`src/rtl/taus_pkg.sv`:
```
// rtl/taus_pkg.sv - shared taus88 constants and server state encoding
package taus_pkg;

    localparam logic [31:0] MASK1 = 32'hFFFF_FFFE;
    localparam logic [31:0] MASK2 = 32'hFFFF_FFF8;
    localparam logic [31:0] MASK3 = 32'hFFFF_FFF0;

    // Per component: inner left shift, right shift, masked left shift
    localparam int SH_Q1 = 13;
    localparam int SH_S1 = 19;
    localparam int SH_P1 = 12;
    localparam int SH_Q2 = 2;
    localparam int SH_S2 = 25;
    localparam int SH_P2 = 4;
    localparam int SH_Q3 = 3;
    localparam int SH_S3 = 11;
    localparam int SH_P3 = 17;

    localparam logic [31:0] RESEED_X2  = 32'h9E37_79B9;
    localparam logic [31:0] RESEED_X3  = 32'h7F4A_7C15;
    // Bit 4 forced on keeps every component above its degenerate minimum
    localparam logic [31:0] SEED_FLOOR = 32'h0000_0010;

    typedef enum logic {
        WARM = 1'b0,
        RUN  = 1'b1
    } srv_state_t;

endpackage

```
`src/rtl/taus_rr_server_if.sv`:
```
// rtl/taus_rr_server_if.sv - requester-side bus of the random word server
interface taus_rr_server_if #(
    parameter int N_REQ = 4
);
    logic             seed_load;
    logic [31:0]      seed;
    logic [N_REQ-1:0] req;
    logic [N_REQ-1:0] gnt;
    logic [31:0]      data;
    logic             busy;

    modport master (output seed_load, seed, req, input gnt, data, busy);
    modport slave  (input seed_load, seed, req, output gnt, data, busy);
endinterface

```
`src/rtl/taus88_step.sv`:
```
// rtl/taus88_step.sv - combinational taus88 state step and output word
module taus88_step
    import taus_pkg::*;
(
    input  logic [31:0] s1_in,
    input  logic [31:0] s2_in,
    input  logic [31:0] s3_in,
    output logic [31:0] s1_out,
    output logic [31:0] s2_out,
    output logic [31:0] s3_out,
    output logic [31:0] word
);
    assign s1_out = ((s1_in & MASK1) << SH_P1) ^ (((s1_in << SH_Q1) ^ s1_in) >> SH_S1);
    assign s2_out = ((s2_in & MASK2) << SH_P2) ^ (((s2_in << SH_Q2) ^ s2_in) >> SH_S2);
    assign s3_out = ((s3_in & MASK3) << SH_P3) ^ (((s3_in << SH_Q3) ^ s3_in) >> SH_S3);

    // Output is taken from the state before the step
    assign word = s1_in ^ s2_in ^ s3_in;
endmodule

```
`src/rtl/taus_rr_server.sv`:
```
// rtl/taus_rr_server.sv - round-robin server sharing one taus88 generator
module taus_rr_server
    import taus_pkg::*;
#(
    parameter int          N_REQ  = 4,
    parameter int          WARMUP = 16,
    parameter logic [31:0] SEED1  = 32'h0000_1234,
    parameter logic [31:0] SEED2  = 32'h0000_5678,
    parameter logic [31:0] SEED3  = 32'h0009_ABCD
) (
    input  logic             clk,
    input  logic             rst_n,
    taus_rr_server_if.slave  bus
);
    localparam int PW = (N_REQ > 1) ? $clog2(N_REQ) : 1;

    logic [31:0]      s1, s2, s3;
    logic [31:0]      s1_nx, s2_nx, s3_nx, word;
    srv_state_t       st, st_nx;
    logic [7:0]       cnt, cnt_nx;
    // Index where the next round-robin search begins (one past the last winner)
    logic [PW-1:0]    ptr;
    logic [N_REQ-1:0] gnt_r;
    logic [31:0]      data_r;

    logic [N_REQ-1:0] elig;
    logic [N_REQ-1:0] win_oh;
    logic [PW-1:0]    win_idx;
    logic [PW-1:0]    idx;
    logic             found;
    int               sum;
    logic             step_en;
    logic             grant;

    taus88_step u_step (
        .s1_in  (s1),
        .s2_in  (s2),
        .s3_in  (s3),
        .s1_out (s1_nx),
        .s2_out (s2_nx),
        .s3_out (s3_nx),
        .word   (word)
    );

    assign bus.gnt  = gnt_r;
    assign bus.data = data_r;
    assign bus.busy = (st == WARM);

    // Round-robin pick among requesters not granted last cycle
    always_comb begin
        elig    = bus.req & ~gnt_r;
        win_oh  = '0;
        win_idx = '0;
        idx     = '0;
        sum     = 0;
        found   = 1'b0;
        for (int i = 0; i < N_REQ; i++) begin
            sum = int'(ptr) + i;
            if (sum >= N_REQ) sum = sum - N_REQ;
            idx = PW'(sum);
            if (!found && elig[idx]) begin
                found       = 1'b1;
                win_idx     = idx;
                win_oh[idx] = 1'b1;
            end
        end
    end

    // Next state, warm-up counting and step/grant enables; reseed overrides all
    always_comb begin
        st_nx   = st;
        cnt_nx  = cnt;
        step_en = 1'b0;
        grant   = 1'b0;
        case (st)
            WARM: begin
                step_en = 1'b1;
                if (cnt == 8'(WARMUP - 1)) begin
                    st_nx  = RUN;
                    cnt_nx = '0;
                end else begin
                    cnt_nx = cnt + 8'd1;
                end
            end
            RUN: begin
                if (found) begin
                    grant   = 1'b1;
                    step_en = 1'b1;
                end
            end
        endcase
        if (bus.seed_load) begin
            st_nx   = WARM;
            cnt_nx  = '0;
            step_en = 1'b0;
            grant   = 1'b0;
        end
    end

    // State machine and warm-up counter registers
    always_ff @(posedge clk or negedge rst_n) begin
        if (!rst_n) begin
            st  <= WARM;
            cnt <= '0;
        end else begin
            st  <= st_nx;
            cnt <= cnt_nx;
        end
    end

    // Generator state, grant pulse, output word and round-robin pointer
    always_ff @(posedge clk or negedge rst_n) begin
        if (!rst_n) begin
            s1     <= SEED1;
            s2     <= SEED2;
            s3     <= SEED3;
            gnt_r  <= '0;
            data_r <= '0;
            ptr    <= '0;
        end else begin
            if (bus.seed_load) begin
                s1 <= bus.seed | SEED_FLOOR;
                s2 <= (bus.seed ^ RESEED_X2) | SEED_FLOOR;
                s3 <= (bus.seed ^ RESEED_X3) | SEED_FLOOR;
            end else if (step_en) begin
                s1 <= s1_nx;
                s2 <= s2_nx;
                s3 <= s3_nx;
            end
            gnt_r <= grant ? win_oh : '0;
            if (grant) begin
                data_r <= word;
                ptr    <= (win_idx == PW'(N_REQ - 1)) ? '0 : win_idx + PW'(1);
            end
        end
    end
endmodule

```
`src/flat_wrapper.sv`:
```
// flat-port wrapper written by rule: the top's interface ports become plain ports
module taus_rr_server_flat import taus_pkg::*;
#(
    parameter int          N_REQ  = 4,
    parameter int          WARMUP = 16,
    parameter logic [31:0] SEED1  = 32'h0000_1234,
    parameter logic [31:0] SEED2  = 32'h0000_5678,
    parameter logic [31:0] SEED3  = 32'h0009_ABCD
)
  (clk, rst_n, bus_seed_load, bus_seed, bus_req, bus_gnt, bus_data, bus_busy);
  taus_rr_server_if #(.N_REQ(N_REQ)) bus_i ();
  input  logic clk;
  input  logic rst_n;
  input wire logic [$bits(bus_i.seed_load)-1:0] bus_seed_load;
  input wire logic [$bits(bus_i.seed)-1:0] bus_seed;
  input wire logic [$bits(bus_i.req)-1:0] bus_req;
  output wire logic [$bits(bus_i.gnt)-1:0] bus_gnt;
  output wire logic [$bits(bus_i.data)-1:0] bus_data;
  output wire logic [$bits(bus_i.busy)-1:0] bus_busy;
  assign bus_i.seed_load = bus_seed_load;
  assign bus_i.seed = bus_seed;
  assign bus_i.req = bus_req;
  assign bus_gnt = bus_i.gnt;
  assign bus_data = bus_i.data;
  assign bus_busy = bus_i.busy;
  taus_rr_server #(.N_REQ(N_REQ), .WARMUP(WARMUP), .SEED1(SEED1), .SEED2(SEED2), .SEED3(SEED3)) u_core (.clk(clk), .rst_n(rst_n), .bus(bus_i));
endmodule
```
`config.mk`:
```
export PLATFORM = sky130hd
export DESIGN_NAME = taus_rr_server_flat
export DESIGN_NICKNAME = d
export VERILOG_FILES = /design/src/rtl/taus_pkg.sv /design/src/rtl/taus_rr_server_if.sv /design/src/rtl/taus88_step.sv /design/src/rtl/taus_rr_server.sv /design/src/flat_wrapper.sv
export SDC_FILE = /design/constraint.sdc
export NUM_CORES = 1
export LEC_CHECK = 0
export ABC_AREA = 1
export CAP_MARGIN = 5
export CORE_UTILIZATION = 45
export DETAILED_ROUTE_END_ITERATION = 10
export PLACE_DENSITY = 0.67
export SYNTH_ARGS = -nofsm -noshare
export SYNTH_HDL_FRONTEND = slang
export SYNTH_HIERARCHICAL = 1
export SYNTH_SLANG_ARGS = --single-unit
```
`constraint.sdc`:
```
create_clock -name clk -period 2.18 [get_ports clk]
set_clock_uncertainty 0.15 [all_clocks]
set_input_delay 0.436 -clock clk [delete_from_list [all_inputs] [get_ports clk]]
set_output_delay 0.436 -clock clk [all_outputs]
set_load 0.05 [all_outputs]
```
==> results of run 1 <==
==> power by group <==
group / total [mW] / internal (mW) / switching (mW)
Sequential: 3.47 / 3.03 / 0.437
Combinational: 2.07 / 0.775 / 1.29
Clock: 2.96 / 1.83 / 1.13
==> state kept, by name, indices dropped and copies added (netlist names) <==
register and cells:
u_core/s2 32, u_core/ptr 2, u_core/bus.gnt 4, u_core/s1 32, u_core/cnt 8, u_core/s3 32
u_core/bus.data 32, u_core/st 1
==> metal layers <==
metal | GRT usage, % | routed length [um] | vias to the layer above
met5 | 0 | 0 | -
met4 | 8.21 | 451 | 0
met3 | 4.05 | 1460 | 34
met2 | 35.0 | 10100 | 264
met1 | 34.6 | 10500 | 3424
li1 | - | - | 3572
==> area by class of cell <==
| class | instances | share of cell area (%) |
|---|---|---|
| Inverter | 116 | 4.49 |
| Tap cell | 229 | 2.94 |
| Clock buffer | 22 | 5.07 |
| Clock inverter | 10 | 1.12 |
| Multi-Input combinational cell | 772 | 37.6 |
| Timing Repair Buffer | 107 | 11.8 |
| Sequential cell | 143 | 37.0 |
==> what timing repair did <==
action | CTS | global route
resized for setup | 17 | 27
setup buffers | 0 | 1
endpoints found under the hold margin | 36 | 0
endpoints found under the setup margin | 17 | 127
hold buffers | 1 | 0
gates cloned | 0 | 2
pin swaps | 0 | 2
==> cell families after synthesis <==
group / after synthesis / synth area share, %
adders and majority gates: 9 / 1.35
buffers and inverters: 213 / 13.0
xor gates and xnor gates: 45 / 4.73
and+or+nand+nor: 575 / 27.9
DFF: 143 / 43.3
AOI/OAI and AO/OA: 143 / 9.73
==> through the flow <==
step / TNS (ps) / cells
2_1_floorplan: 0 / 1128
3_3_place_gp: -13170 / 1363
3_5_place_dp: -13800 / 1363
4_1_cts: 0 / 1396
5_1_grt: 0 / 1399
6_report: 0 / 1399
==> worst max-delay path, delay by kind of cell (launching register included) <==
kind | cells | cell delay [ps]
adder cells (fa/ha/maj) | 1 | 220
flip-flops | 1 | 410
AND/OR/NAND/NOR | 4 | 530
AO/OA/AOI/OAI | 1 | 110
buffers and inverters | 4 | 510
==> synth_stat cells, drive strengths merged <==
cell type,number,area share [%]
or2,10,0.75
dfstp,25,7.9
nor3,1,0.060
ha,9,1.4
clkinv,1,0.045
clkbuf,24,1.1
nand3,61,3.9
xor2,45,4.7
a211oi,1,0.090
o22ai,3,0.23
nor2,79,3.6
inv,115,5.2
o21ai,60,3.6
a31oi,71,5.3
nand2,418,19
nand4,4,0.48
dfrtp,118,35
buf,73,6.7
nor4,1,0.075
nand3b,1,0.090
a21oi,8,0.48
==> how the worst max path moves through the flow <==
stage,start,to,depth (start not counted)
after global placement,bus_req[0],u_core/s1[23],10
final,u_core/ptr[0],u_core/s1[26],10
after detailed placement,bus_req[0],u_core/s1[24],10
after CTS,u_core/bus.data[18],bus_data[18],1
after floorplan,u_core/ptr[0],u_core/bus.data[21],11
after global routing,u_core/ptr[0],u_core/bus.gnt[1],9
==> impl_metrics.tcl, run 1 <==
set metrics [dict create \
    status "complete, no violations" \
    ir_worst_vdd_mv 0.609 \
    final_design_area_no_fill_um2 9750 \
    core_um2 18000 \
    fin_nets 1205 \
    critPathMaxStageDelay_ps 410 \
    relSlewSlack_pct 64.9 \
    cp_max_fo 24 \
    synth.distinct_cells 28 \
    clock_latency_ps 430 \
    regArea_um2 3610 \
    start_util_pct 46.2 \
    rsz0062_at_grt "no" \
    ff2ff_setup_slack_ps 130 \
    syn_area_per_cell_um2 7.39 \
    r2r_cells 10 \
    cp_common_cell "inv_2" \
    cp-start-kind "flip-flop" \
    routedWlPerCell_um 16.1 \
    diodes 0 \
    worstPathArrival_ps 2190 \
    dieWidth_um 138 \
    drt-total-wl_um 22500 \
    holdCritStartpoint "u_core/bus.data[6]" \
    rows 49 \
    total_power_mw 8.50 \
    die_h_um 138 \
    worst_pin_slew_ps 527 \
    fillers 1723 \
    hold_viol_final 0 \
    antenna_found_initial 0 \
    synthesis.instances 1128 \
    yosysSeqAreaShare_pct 43.3 \
    dieArea_um2 19100 \
    placed_area_um2 9030 \
    clock-sinks 143 \
    syn_nets 1176 \
    io_buffers 74 \
    cts-root-buf "clkbuf_16" \
    grt_usage_pct 23.6 \
    place_ws_ps -154 \
    utilization_pct 54.1 \
    clkTransAtPathRegs_ps 60 \
    grt_max_degree 56 \
    layout-drive-gt1-share_pct 10.4 \
    min_to "u_core/bus.data[6]" \
    crit_type "flip-flop to flip-flop" \
    period_minus_slack_ps 2050 \
    area_growth_pct 17.1 \
    grt_pass1_wl_um 35200 \
    ant_nets 0 \
    hold_path_class "flip-flop to flip-flop" \
    final_max_slew_viol_count 0 \
    reg2reg_from "u_core/ptr[0]" \
    crit_slowest_cell "dfrtp_2" \
    cts_inserted_buffers 17 \
    clock.fmax_ghz 0.487 \
    drtIter0Drc 670 \
    path_cells "inv_2, ha_4, inv_2, nand3_1, nand2_2, nand4_4, nor2_4, buf_6, clkbuf_16, o21ai_0" \
    globalplace.congestion 0.860 \
    vias 7294 \
    setup_ws_ps 126 \
    leakage_nw 5.33 \
    first_global_vias 6551 \
    overflow 0 \
    routed_via_density 5.21 \
    period_share_pct 94.2 \
    pin_count 76 \
    p_per_area_nw_per_um2 871 \
    ys_warn_count 6 \
    multi_input_area_um2 3660 \
    drt_pass1_iterations 5 \
    timing.rr.end "u_core/s1[26]" \
    final_common_cell "nand2_1" \
    htreeDepth 4 \
    critPathCaptureType "flip-flop" \
    ys_seq_elements 143 \
    ctsLongestPathBuffers 2 \
    tritoncts "done" \
    setup_viol 0 \
    holdPathStages 2 \
    maxCapViolCount 0 \
    drc_errors 0 \
    layout_common_cells "nand2_1 (415), dfrtp_1 (116), inv_1 (110)" \
    dp_hpwl_um 15700 \
    synth.cell_area_um2 8330 \
    holdWs_ps 319 \
    crit_required_ps 2320 \
]
Note: power is estimated with default switching activity, not from simulation.
==> run 2: changes to the inputs <==
Settings changed: TNS_END_PERCENT set to 100.
==> results of run 2 <==
Same layout as run 1: the final DEF is identical, and so are final timing and power.
